[config.mk]
export PLATFORM = sky130hd
export DESIGN_NAME = multi_signal_gen
export DESIGN_NICKNAME = d
export VERILOG_FILES = /design/src/rtl/multi_signal_gen.sv
export SDC_FILE = /design/constraint.sdc
export NUM_CORES = 1
export LEC_CHECK = 0
export CORE_MARGIN = 5
export CORE_UTILIZATION = 55
export DETAILED_ROUTE_END_ITERATION = 6
export HOLD_SLACK_MARGIN = 0.1
export PLACE_DENSITY_LB_ADDON = 0.2
export SLEW_MARGIN = 20
export SYNTH_ARGS = -nofsm -noshare
export SYNTH_HDL_FRONTEND = slang
export SYNTH_HIERARCHICAL = 1
export SYNTH_SLANG_ARGS = --single-unit
export TNS_END_PERCENT = 50
[constraint.sdc]
create_clock -name clk -period 2.41 [get_ports clk]
set_clock_uncertainty 0.2 [all_clocks]
set_input_delay 0.482 -clock clk [delete_from_list [all_inputs] [get_ports clk]]
set_output_delay 0.482 -clock clk [all_outputs]
set_load 0.05 [all_outputs]
[src/rtl/multi_signal_gen.sv]
// Multi-channel phase-accumulator waveform generator with a strobe-synchronised register port.
// Optional PDM mixer on mixed_out is built only when MIXED_OUT_EN is defined.

module msg_channel #(
   parameter int ACC_W  = 16,
   parameter int DATA_W = 5
) (
   input  logic              clk,
   input  logic              rst,
   input  logic              wr_freq,
   input  logic              wr_duty,
   input  logic              wr_mode,
   input  logic              wr_en,
   input  logic [DATA_W-1:0] data,
   output logic [ACC_W-1:0]  acc,
   output logic              wave
);
   logic [ACC_W-1:0]  freq;
   logic [DATA_W-1:0] duty;
   logic [1:0]        mode;
   logic              en;
   logic              tick;
   logic [15:0]       lfsr;
   logic [ACC_W:0]    sum;
   logic              wave_next;

   assign sum = {1'b0, acc} + {1'b0, freq};

   always_comb begin
      wave_next = 1'b0;
      case (mode)
         2'd0:    wave_next = acc[ACC_W-1];
         2'd1:    wave_next = (acc[ACC_W-1 -: DATA_W] < duty);
         2'd2:    wave_next = lfsr[0];
         default: wave_next = 1'b0;
      endcase
   end

   always_ff @(posedge clk) begin
      if (rst) begin
         acc  <= '0;
         freq <= '0;
         duty <= DATA_W'(1) << (DATA_W-1);
         mode <= 2'd0;
         en   <= 1'b0;
         tick <= 1'b0;
         lfsr <= 16'hACE1;
         wave <= 1'b0;
      end else begin
         tick <= 1'b0;
         // phase clear beats the running update
         if (wr_en && data[1])
            acc <= '0;
         else if (en) begin
            acc  <= sum[ACC_W-1:0];
            tick <= sum[ACC_W];
         end else
            acc <= '0;
         if (wr_freq) freq <= {freq[ACC_W-DATA_W-1:0], data};
         if (wr_duty) duty <= data;
         if (wr_mode) mode <= data[1:0];
         if (wr_en)   en   <= data[0];
         // x^16+x^14+x^13+x^11, right-shifting Fibonacci form; nonzero seed never reaches zero
         if (tick) lfsr <= {lfsr[0] ^ lfsr[2] ^ lfsr[3] ^ lfsr[5], lfsr[15:1]};
         wave <= en & wave_next;
      end
   end
endmodule

module multi_signal_gen #(
   parameter int CHANNELS = 2,
   parameter int ACC_W    = 16,
   parameter int DATA_W   = 5,
   parameter int ADDR_W   = 3
) (
   input  logic                clk,
   input  logic                rst,
   input  logic                write_strobe,
   input  logic [ADDR_W-1:0]   address,
   input  logic [DATA_W-1:0]   data,
   output logic [CHANNELS-1:0] signal_out,
   output logic                mixed_out,
   output logic [6:0]          debug
);
   logic                             sync1, sync2, sync3, wr_pulse;
   logic [DATA_W-1:0]                ch_sel;
   logic [CHANNELS-1:0][ACC_W-1:0]   acc;
   logic [CHANNELS-1:0]              wr_freq, wr_duty, wr_mode, wr_en;

   always_ff @(posedge clk) begin
      if (rst) begin
         sync1    <= 1'b0;
         sync2    <= 1'b0;
         sync3    <= 1'b0;
         wr_pulse <= 1'b0;
         ch_sel   <= '0;
      end else begin
         sync1    <= write_strobe;
         sync2    <= sync1;
         sync3    <= sync2;
         wr_pulse <= sync2 & ~sync3;
         if (wr_pulse && address == ADDR_W'(0)) ch_sel <= data;
      end
   end

   // channel strobes; an out-of-range ch_sel matches no channel
   always_comb begin
      wr_freq = '0;
      wr_duty = '0;
      wr_mode = '0;
      wr_en   = '0;
      for (int c = 0; c < CHANNELS; c++) begin
         if (wr_pulse && ch_sel == DATA_W'(c)) begin
            wr_freq[c] = (address == ADDR_W'(1));
            wr_duty[c] = (address == ADDR_W'(2));
            wr_mode[c] = (address == ADDR_W'(3));
            wr_en[c]   = (address == ADDR_W'(4));
         end
      end
   end

   generate
      for (genvar c = 0; c < CHANNELS; c++) begin : g_ch
         msg_channel #(.ACC_W(ACC_W), .DATA_W(DATA_W)) u_ch (
            .clk     (clk),
            .rst     (rst),
            .wr_freq (wr_freq[c]),
            .wr_duty (wr_duty[c]),
            .wr_mode (wr_mode[c]),
            .wr_en   (wr_en[c]),
            .data    (data),
            .acc     (acc[c]),
            .wave    (signal_out[c])
         );
      end
   endgenerate

   assign debug = {acc[0][ACC_W-1 -: 3], wr_pulse, ch_sel[2:0]};

`ifdef MIXED_OUT_EN
   localparam int PW = $clog2(2*CHANNELS) + 1;
   logic [PW-1:0] pacc, ones, tot;

   always_comb begin
      ones = '0;
      for (int c = 0; c < CHANNELS; c++) ones = ones + PW'(signal_out[c]);
   end

   assign tot = pacc + ones;

   always_ff @(posedge clk) begin
      if (rst) begin
         pacc      <= '0;
         mixed_out <= 1'b0;
      end else if (tot >= PW'(CHANNELS)) begin
         mixed_out <= 1'b1;
         pacc      <= tot - PW'(CHANNELS);
      end else begin
         mixed_out <= 1'b0;
         pacc      <= tot;
      end
   end
`else
   assign mixed_out = 1'b0;
`endif
endmodule

==> flow_metrics.py, run 1 <==
metrics = {
    "critical_path": {
        "worst_ep_arrival_time_ns": 2.54,
        "start_kind": "flip-flop",
        "r2r-end": "g_ch[1].u_ch/tick",
        "reg2reg_from": "g_ch[1].u_ch/freq[0]",
        "endpoint_kind": "flip-flop",
        "r2r_slack_ns": 0.07,
        "worstPathMaxFanout": 3,
        "path_class": "reg2reg",
        "reg2reg_depth": 9,
        "crit_required_ns": 2.61,
    },
    "global_route": {
        "antenna_found_initial": 0,
        "grtUsageTotal_pct": 20.4,
        "grt.overflow.total": 0,
        "grt_pass1_wl_um": 21500,
        "grt_max_degree": 41,
        "grt_pass1_vias": 4564,
    },
    "sta": {
        "fin_crit_ns": 2.34,
        "tightest_slew_ns": 0.528,
        "finalHoldViolCount": 0,
        "maxSlewHeadroom_pct": 64.7,
        "rsz0062_at_grt": "yes",
        "tns_ns": 0,
        "fin_ws_ns": 0.0715,
        "fmax_mhz": 428,
        "min_period_over_period_pct": 97.0,
        "finalMaxSlewViolations": 0,
        "finalSetupViolCount": 0,
    },
    "clock_network": {
        "clock_latency_ns": 0.51,
        "cts_tree": "done",
        "clockBufferDepth": 2,
        "path_clk_slew_ns": 0.05,
        "clock-sinks": 125,
        "numCtsBuffers": 17,
        "cts_root_buffer": "clkbuf_8",
        "cts.htree.levels": 4,
    },
    "power": {
        "ir_worst_vdd_v": 0.000776,
        "p_per_area_mw_per_mm2": 607,
        "p_comb_share_pct": 2.3,
        "clkPwrFrac_pct": 49.6,
        "cellInternalPower_w": 0.00343,
        "power_frac_seq_pct": 48.1,
        "power.total_w": 0.00431,
        "switching_share_pct": 20.3,
        "p_sw_w": 0.000877,
        "p_leak_nw": 2.77,
    },
    "layout": {
        "drive_gt1_share_pct": 11.9,
        "stdcell_area_mm2": 0.00711,
        "layout_common_cells": "124 x dfxtp_1, 98 x nor2_1, 83 x mux2i_1, 38 x ha_1, 35 x nand2_1",
        "antennaDiodeCount": 0,
        "nNetsFinal": 730,
        "layout_commonest_cell": "dfxtp_1",
        "area_delta_synth_final_pct": 17.0,
    },
    "detailed_routing": {
        "ant_nets": 0,
        "wirelength_um": 12500,
        "drtIter0Drc": 294,
        "drcViolationCount": 0,
        "viasPerCell": 5.55,
        "num_vias": 4592,
        "drtPass1Iterations": 4,
        "post_drt_wl_per_cell_um": 15.1,
    },
    "floorplanning": {
        "core_mm2": 0.0108,
        "die_area_mm2": 0.0132,
        "die_w_um": 115,
        "io_pins": 21,
        "die_h_um": 115,
        "initial_core_util_pct": 56.0,
        "rows": 38,
    },
    "min_path": {
        "hp-class": "reg2reg",
        "min_from": "sync3",
        "hold_path_depth": 1,
        "hold_end": "wr_pulse",
    },
    "yosys": {
        "synthArstFlopShare_pct": 0,
        "syn-mean-instance-area_um2": 9.52,
        "ys_warn_count": 6,
        "ys_seq_elements": 125,
        "syn_inst": 638,
        "synthFlopType": "dfxtp_1",
        "ys_seq_area_share_pct": 41.2,
        "synthesis.area_mm2": 0.00607,
        "synth_nets": 691,
        "synth_cell_type_count": 54,
        "synth_edf_count": 0,
    },
    "placement": {
        "place_area_mm2": 0.00655,
        "port_buffers": 19,
        "dp_hpwl_um": 9030,
        "gp_congestion": 0.841,
        "place_ws_ns": -0.234,
    },
    "run": {
        "maxCapViolations": 0,
    },
    "outcome": {
        "outcome": "finished, final reports clean",
    },
}
[kinds of logic after synthesis]
family | Yosys count | share of synthesized area (%)
and+or+nand+nor | 204 | 16.6
DFF | 125 | 41.2
AOI/OAI and AO/OA | 104 | 11.8
muxes | 85 | 14.0
buffers and inverters | 53 | 3.91
adders and majority gates | 42 | 8.90
xor gates and xnor gates | 24 | 3.46
other | 1 | 0.0617
[how the worst max path moves through the flow]
stage	start	end	slack, ns	cells past startpoint
CTS	g_ch[1].u_ch/freq[0]	g_ch[1].u_ch/tick	-0.008	9
detailed placement	address[2]	g_ch[0].u_ch/acc[12]	-0.23	9
finish	g_ch[1].u_ch/freq[0]	g_ch[1].u_ch/tick	0.07	9
global route	g_ch[1].u_ch/freq[0]	g_ch[1].u_ch/tick	-0.03	9
global placement	address[2]	g_ch[0].u_ch/acc[12]	-0.15	9
floorplan	g_ch[0].u_ch/freq[0]	g_ch[0].u_ch/acc[12]	0.11	8
[what timing repair did]
action                                  4_1_cts  5_1_grt
pin swaps                                     0        8
cloned                                        0        0
resized for setup                             7       10
endpoints found under the setup margin        8        6
hold buffers                                  1        0
endpoints found under the hold margin         2        0
setup buffers                                 0        3
[sequential cells by signal (all words and copies together), names as in the netlist]
| signal | cells |
|---|---|
| g_ch.u_ch/duty | 10 |
| g_ch.u_ch/freq | 32 |
| g_ch.u_ch/wave | 2 |
| wr_pulse | 1 |
| g_ch.u_ch/acc | 32 |
| sync2 | 1 |
| g_ch.u_ch/mode | 4 |
| g_ch.u_ch/tick | 2 |
| sync1 | 1 |
| sync3 | 1 |
| g_ch.u_ch/lfsr | 32 |
| g_ch.u_ch/en | 2 |
| ch_sel | 5 |
[final cells by class]
| class | count | area (µm²) |
|---|---|---|
| multi-input cells | 460 | 3380 |
| clock buffers | 27 | 482 |
| repair buffers | 55 | 490 |
| flip-flops and latches | 125 | 2500 |
| fillers | 889 | 3730 |
| well taps | 140 | 175 |
| inverters | 18 | 67.6 |
| clock inverters | 2 | 10.0 |
[power groups by stage]
stage,logic [W],clock network [W],registers [W]
3_3_place_gp,0.0000955,0,0.00212
6_report,0.0000984,0.00214,0.00207
4_1_cts,0.0000988,0.00219,0.00207
3_5_place_dp,0.0000970,0,0.00212
2_1_floorplan,0.0000472,0,0.00212
5_1_grt,0.000105,0.00231,0.00207
[Yosys cell counts, types with 3 or more instances]
| library cell | n | area [µm²] |
|---|---|---|
| o211a_1 | 4 | 40.0 |
| nor3_1 | 10 | 50.1 |
| xnor2_1 | 16 | 140 |
| nor2_1 | 98 | 368 |
| a21o_1 | 14 | 105 |
| nor3_2 | 4 | 40.0 |
| o21ai_1 | 12 | 60.1 |
| o21ai_0 | 6 | 30.0 |
| or3b_1 | 3 | 26.3 |
| and2_1 | 4 | 25.0 |
| nand4_1 | 6 | 37.5 |
| nand3b_1 | 3 | 22.5 |
| nand2b_1 | 14 | 87.6 |
| ha_1 | 40 | 500 |
| mux2i_1 | 83 | 831 |
| inv_1 | 16 | 60.1 |
| o211ai_1 | 10 | 75.1 |
| nand3_1 | 4 | 20.0 |
| clkbuf_1 | 16 | 60.1 |
| xor2_1 | 8 | 70.1 |
| buf_2 | 10 | 50.1 |
| nor2b_1 | 6 | 37.5 |
| nand2_1 | 36 | 135 |
| a21oi_1 | 32 | 160 |
| buf_4 | 7 | 52.6 |
| dfxtp_1 | 125 | 2500 |
[critical path: stages, from the launching register on]
cell and delay (ns):
dfxtp_1 0.32, ha_2 0.19, fa_2 0.35, a21o_1 0.19, a221oi_2 0.31, buf_4 0.18, o21bai_2 0.10, o2bb2ai_2 0.20
o21ai_1 0.08, o211a_1 0.11
[routing by layer]
layer,GRT usage (%),vias to the layer above,wire (µm)
met5,0,-,0
met4,10.2,0,323
met3,5.05,26,480
met2,32.2,89,5770
met1,26.1,2158,5940
li1,-,2319,-
[through the flow]
| step | hold slack (ns) | util, % | instances |
|---|---|---|---|
| CTS | 0.194 | 65.0 | 824 |
| detailed placement | 0.184 | 60.4 | 794 |
| global placement | 0.180 | 60.4 | 794 |
| finish | 0.188 | 65.5 | 827 |
| global route | 0.203 | 65.5 | 827 |
| floorplan | 0.167 | - | 638 |
No activity file was read; power rests on OpenSTA's default activity.
==> inputs of run 2 (changes only) <==
PLACE_DENSITY_LB_ADDON = 0.25   (was 0.2)
==> flow_metrics.py, run 2 (same netlist as run 1, synthesis figures left out) <==
metrics = {
    "placement": {
        "dp_hpwl_um": 8940,
        "port_buffers": 19,
        "gp_congestion": 0.830,
    },
    "layout": {
        "fin_util_pct": 66.3,
        "nNetsFinal": 725,
        "largestRegisters": "g_ch.u_ch/acc: 32 flops, g_ch.u_ch/freq: 32 flops, g_ch.u_ch/lfsr: 32 flops",
        "area_delta_synth_final_pct": 18.2,
        "drive_gt1_share_pct": 12.1,
        "layout_commonest_cell": "dfxtp_1",
        "layout_common_cells": "125 x dfxtp_1, 98 x nor2_1, 83 x mux2i_1, 38 x ha_1, 36 x nand2_1",
        "antennaDiodeCount": 0,
    },
    "critical_path": {
        "crit_required_ns": 2.68,
        "reg2reg_depth": 8,
        "path_cells": "ha_2 -> fa_2 -> a21o_1 -> a221oi_2 -> o21ai_1 -> nand4_1 -> mux2_1 -> nand2_1",
        "r2r-end": "g_ch[1].u_ch/acc[12]",
        "worst_path_max_delay_cell": "fa_2",
        "worst_ep_arrival_time_ns": 2.61,
        "critPathTopFamily": "compound AO/OA/AOI/OAI gates",
        "path_class": "reg2reg",
        "start_kind": "flip-flop",
        "worstPathMaxFanout": 3,
        "worst-path-buf-inv": 0,
        "reg2reg_from": "g_ch[1].u_ch/freq[0]",
        "endpoint_kind": "flip-flop",
        "cpPeakStageDelay_ns": 0.36,
        "r2r_slack_ns": 0.07,
    },
    "floorplanning": {
        "initial_core_util_pct": 56.0,
        "core_mm2": 0.0108,
        "die_w_um": 115,
        "die_area_mm2": 0.0132,
        "rows": 38,
        "die_h_um": 115,
        "io_pins": 21,
    },
    "sta": {
        "finalMaxSlewViolations": 0,
        "tns_ns": 0,
        "min_period_over_period_pct": 97.2,
        "fin_crit_ns": 2.34,
        "tightest_slew_ns": 0.522,
        "finalHoldViolCount": 0,
        "fmax_mhz": 427,
        "finalSetupViolCount": 0,
        "maxSlewHeadroom_pct": 65.1,
        "rsz0062_at_grt": "yes",
    },
    "clock_network": {
        "clock_latency_ns": 0.52,
        "clockBufferDepth": 2,
        "hold_buffers": 0,
        "numCtsBuffers": 17,
        "cts_tree": "done",
        "cts.htree.levels": 4,
        "clock-sinks": 125,
        "cts_root_buffer": "clkbuf_8",
        "path_clk_slew_ns": 0.06,
    },
    "detailed_routing": {
        "drcViolationCount": 0,
        "viasPerCell": 5.63,
        "drtPass1Iterations": 5,
        "num_vias": 4643,
        "ant_nets": 0,
        "post_drt_wl_per_cell_um": 15.6,
        "wirelength_um": 12900,
        "drtIter0Drc": 340,
    },
    "min_path": {
        "hold_path_depth": 1,
        "hp-class": "reg2reg",
        "hold_end": "wr_pulse",
        "min_from": "sync3",
    },
    "global_route": {
        "grt_pass1_vias": 4568,
        "grtUsageTotal_pct": 20.5,
        "grt.overflow.total": 0,
        "antenna_found_initial": 0,
        "grt_max_degree": 35,
        "grt_pass1_wl_um": 21600,
    },
    "power": {
        "p_leak_nw": 2.78,
        "p_per_area_mw_per_mm2": 672,
        "ir_worst_vdd_v": 0.000608,
    },
    "outcome": {
        "outcome": "finished, final reports clean",
    },
    "run": {
        "maxCapViolations": 0,
    },
}
-- run 2: changes by cell type in the layout (fill, tap and decap cells not counted), sizes merged --
cell and delta:
clkbuf -5, dlymetal6s2s -1, clkinv +1, bufinv +4
clkinvlp +3, dlygate4sd2 +1, buf -4, dlygate4sd3 -1
-- run 2: worst max-delay path by stage --
stage                              start                   end  slack [ns]  cells past startpoint
floorplan           g_ch[0].u_ch/freq[0]  g_ch[0].u_ch/acc[12]        0.11                      8
global placement              address[2]  g_ch[0].u_ch/acc[12]       -0.17                      9
detailed placement            address[2]  g_ch[1].u_ch/acc[12]       -0.26                      8
CTS                 g_ch[0].u_ch/freq[0]  g_ch[0].u_ch/acc[12]        0.03                      9
global route        g_ch[1].u_ch/freq[0]  g_ch[1].u_ch/acc[12]       -0.02                      8
finish              g_ch[1].u_ch/freq[0]  g_ch[1].u_ch/acc[12]        0.07                      8
-- run 2: repair_timing --
action	4_1_cts	5_1_grt
gates resized for setup	11	2
buffers inserted	1	0
pin swaps	2	4
setup endpoints to repair	11	5
-- run 2: layout make-up --
cell class,count,area (µm²)
Clock buffer,22,463
Clock inverter,10,161
Fill cell,840,3660
Inverter,18,67.6
Multi-Input combinational cell,460,3370
Sequential cell,125,2500
Tap cell,140,175
Timing Repair Buffer,50,447
-- run 2: stage by stage --
step	hold slack, ns	setup WS [ns]	cells	area (µm²)	power, W
6_report	0.192	0.0682	825	7180	0.00482
5_1_grt	0.197	-0.0222	825	7180	0.00498
4_1_cts	0.177	0.0281	825	7180	0.00487
3_5_place_dp	0.188	-0.264	792	6530	0.00221
3_3_place_gp	0.174	-0.171	792	6530	0.00221
2_1_floorplan	0.167	0.114	638	6070	0.00216
-- run 2: routing by layer --
layer	GRT usage, %	share of wire, %	vias to the layer above
li1	-	-	2306
met2	33.9	48	87
met5	0	0	-
met1	25.8	46	2232
met3	5.63	4.7	18
met4	7.36	1.3	0
-- run 2: worst reg2reg max path, stage by stage, from the launching register on --
cell      delay, ns
dfxtp_1        0.33
ha_2           0.20
fa_2           0.36
a21o_1         0.21
a221oi_2       0.29
o21ai_1        0.14
nand4_1        0.15
mux2_1         0.35
nand2_1        0.06
-- run 2: power by group --
part            total, W  internal, W  leakage (nW)  switching (W)
Combinational  0.0000963    0.0000358          1.48      0.0000605
Sequential       0.00207      0.00207          1.01     0.00000204
Clock            0.00265      0.00176         0.297       0.000894
==> inputs of run 3 (changes only) <==
MAX_ROUTING_LAYER = met4   (was not set)
==> flow_metrics.py, run 3 (same netlist as run 1, synthesis figures left out) <==
metrics = {
    "outcome": {
        "outcome": "finished, final reports clean",
    },
    "critical_path": {
        "worstPathMaxFanout": 3,
        "critPathTopFamily": "adder cells",
        "reg2reg_from": "g_ch[0].u_ch/freq[0]",
        "crit_required_ns": 2.68,
        "worst-path-buf-inv": 1,
        "cpPeakStageDelay_ns": 0.35,
        "crit_start": "g_ch[0].u_ch/freq[0]",
        "path_class": "reg2reg",
        "endpoint_kind": "flip-flop",
        "worst_path_max_delay_cell": "fa_2",
        "start_kind": "flip-flop",
        "path_cells": "ha_2 -> fa_2 -> a21o_1 -> a221oi_2 -> buf_4 -> o21ai_1 -> nand4_1 -> mux2_4 -> nand2_1",
        "worst_ep_arrival_time_ns": 2.61,
    },
    "layout": {
        "drive_gt1_share_pct": 12.1,
        "antennaDiodeCount": 0,
        "layout_commonest_cell": "dfxtp_1",
        "largestRegisters": "g_ch.u_ch/acc: 32 flops, g_ch.u_ch/freq: 32 flops, g_ch.u_ch/lfsr: 32 flops",
        "nNetsFinal": 725,
        "layout_common_cells": "125 x dfxtp_1, 98 x nor2_1, 83 x mux2i_1, 38 x ha_1, 36 x nand2_1",
        "final_cells": 825,
        "area_delta_synth_final_pct": 18.2,
    },
    "clock_network": {
        "path_clk_slew_ns": 0.06,
        "numCtsBuffers": 17,
        "clockBufferDepth": 2,
        "cts_tree": "done",
        "clock-sinks": 125,
        "clock_latency_ns": 0.52,
        "cts.htree.levels": 4,
        "hold_buffers": 0,
        "cts_root_buffer": "clkbuf_8",
    },
    "sta": {
        "finalSetupViolCount": 0,
        "tightest_slew_ns": 0.522,
        "fin_crit_ns": 2.34,
        "finalHoldViolCount": 0,
        "fmax_mhz": 426,
        "fin_ws_ns": 0.0652,
        "hold_slack_ns": 0.191,
        "rsz0062_at_grt": "yes",
        "tns_ns": 0,
        "finalMaxSlewViolations": 0,
        "min_period_over_period_pct": 97.3,
        "maxSlewHeadroom_pct": 65.1,
    },
    "power": {
        "clkPwrFrac_pct": 55.0,
        "p_per_area_mw_per_mm2": 671,
        "p_comb_share_pct": 2.0,
        "p_sw_w": 0.000956,
        "ir_worst_vdd_v": 0.000609,
        "power_frac_seq_pct": 43.0,
        "p_leak_nw": 2.78,
        "switching_share_pct": 19.8,
        "cellInternalPower_w": 0.00387,
    },
    "detailed_routing": {
        "ant_nets": 0,
        "wirelength_um": 12800,
        "num_vias": 4590,
        "drtIter0Drc": 332,
        "drtPass1Iterations": 5,
        "post_drt_wl_per_cell_um": 15.6,
        "viasPerCell": 5.56,
        "drcViolationCount": 0,
    },
    "floorplanning": {
        "initial_core_util_pct": 56.0,
        "rows": 38,
        "core_mm2": 0.0108,
        "die_area_mm2": 0.0132,
        "io_pins": 21,
        "die_w_um": 115,
        "die_h_um": 115,
    },
    "placement": {
        "placed_cells": 792,
        "gp_congestion": 0.843,
        "port_buffers": 19,
        "dp_hpwl_um": 8940,
        "place_ws_ns": -0.264,
    },
    "global_route": {
        "grt.overflow.total": 0,
        "antenna_found_initial": 0,
        "grt_pass1_wl_um": 21600,
        "grt_pass1_vias": 4575,
        "grtUsageTotal_pct": 21.2,
        "grt_max_degree": 35,
    },
    "min_path": {
        "hp-class": "reg2reg",
        "min_from": "sync3",
    },
    "run": {
        "maxCapViolations": 0,
    },
}
==> run 3: cell counts in the layout (fill, tap and decap cells not counted) <==
Identical to the previous run, type by type.
==> run 3: cell type report <==
| class | instances | area, µm² |
|---|---|---|
| fill | 840 | 3660 |
| multi-input combinational | 460 | 3370 |
| sequential | 125 | 2500 |
| clock buffer | 22 | 463 |
| timing repair buffer | 50 | 447 |
| tap | 140 | 175 |
| clock inverter | 10 | 161 |
| inverter | 18 | 67.6 |
==> run 3: stage by stage <==
stage               cell area (µm²)  utilization, %  total power, W
floorplan                      6070               -         0.00216
global placement               6530            60.3         0.00221
detailed placement             6530            60.3         0.00221
CTS                            7180            66.2         0.00487
global route                   7180            66.3         0.00498
finish                         7180            66.3         0.00482
==> run 3: repair_timing <==
item	CTS	global route
setup endpoints to repair	11	5
resized for setup	11	2
pin swaps	2	4
buffers inserted	1	0
==> run 3: path summary, 6_finish.rpt <==
check	slack [ns]	cells past startpoint	endpoint
max	0.07	9	g_ch[0].u_ch/acc[12]
min	0.19	1	wr_pulse
max reg2reg	0.07	9	g_ch[0].u_ch/acc[12]
min reg2reg	0.19	1	wr_pulse
==> run 3: power by group through the flow <==
stage	clock network [W]	registers, W	logic (W)
after floorplan	0	0.00212	0.0000472
after global placement	0	0.00212	0.0000938
after detailed placement	0	0.00212	0.0000961
after CTS	0.00270	0.00207	0.0000961
after global routing	0.00281	0.00207	0.000103
final	0.00265	0.00207	0.0000963
==> run 3: per-layer routing <==
metal / track usage (%) / wire, µm / vias to the layer above
met5: - / 0 / -
met1: 25.9 / 5930 / 2195
li1: - / - / 2306
met3: 5.79 / 639 / 15
met4: 7.12 / 134 / 0
met2: 33.8 / 6140 / 74
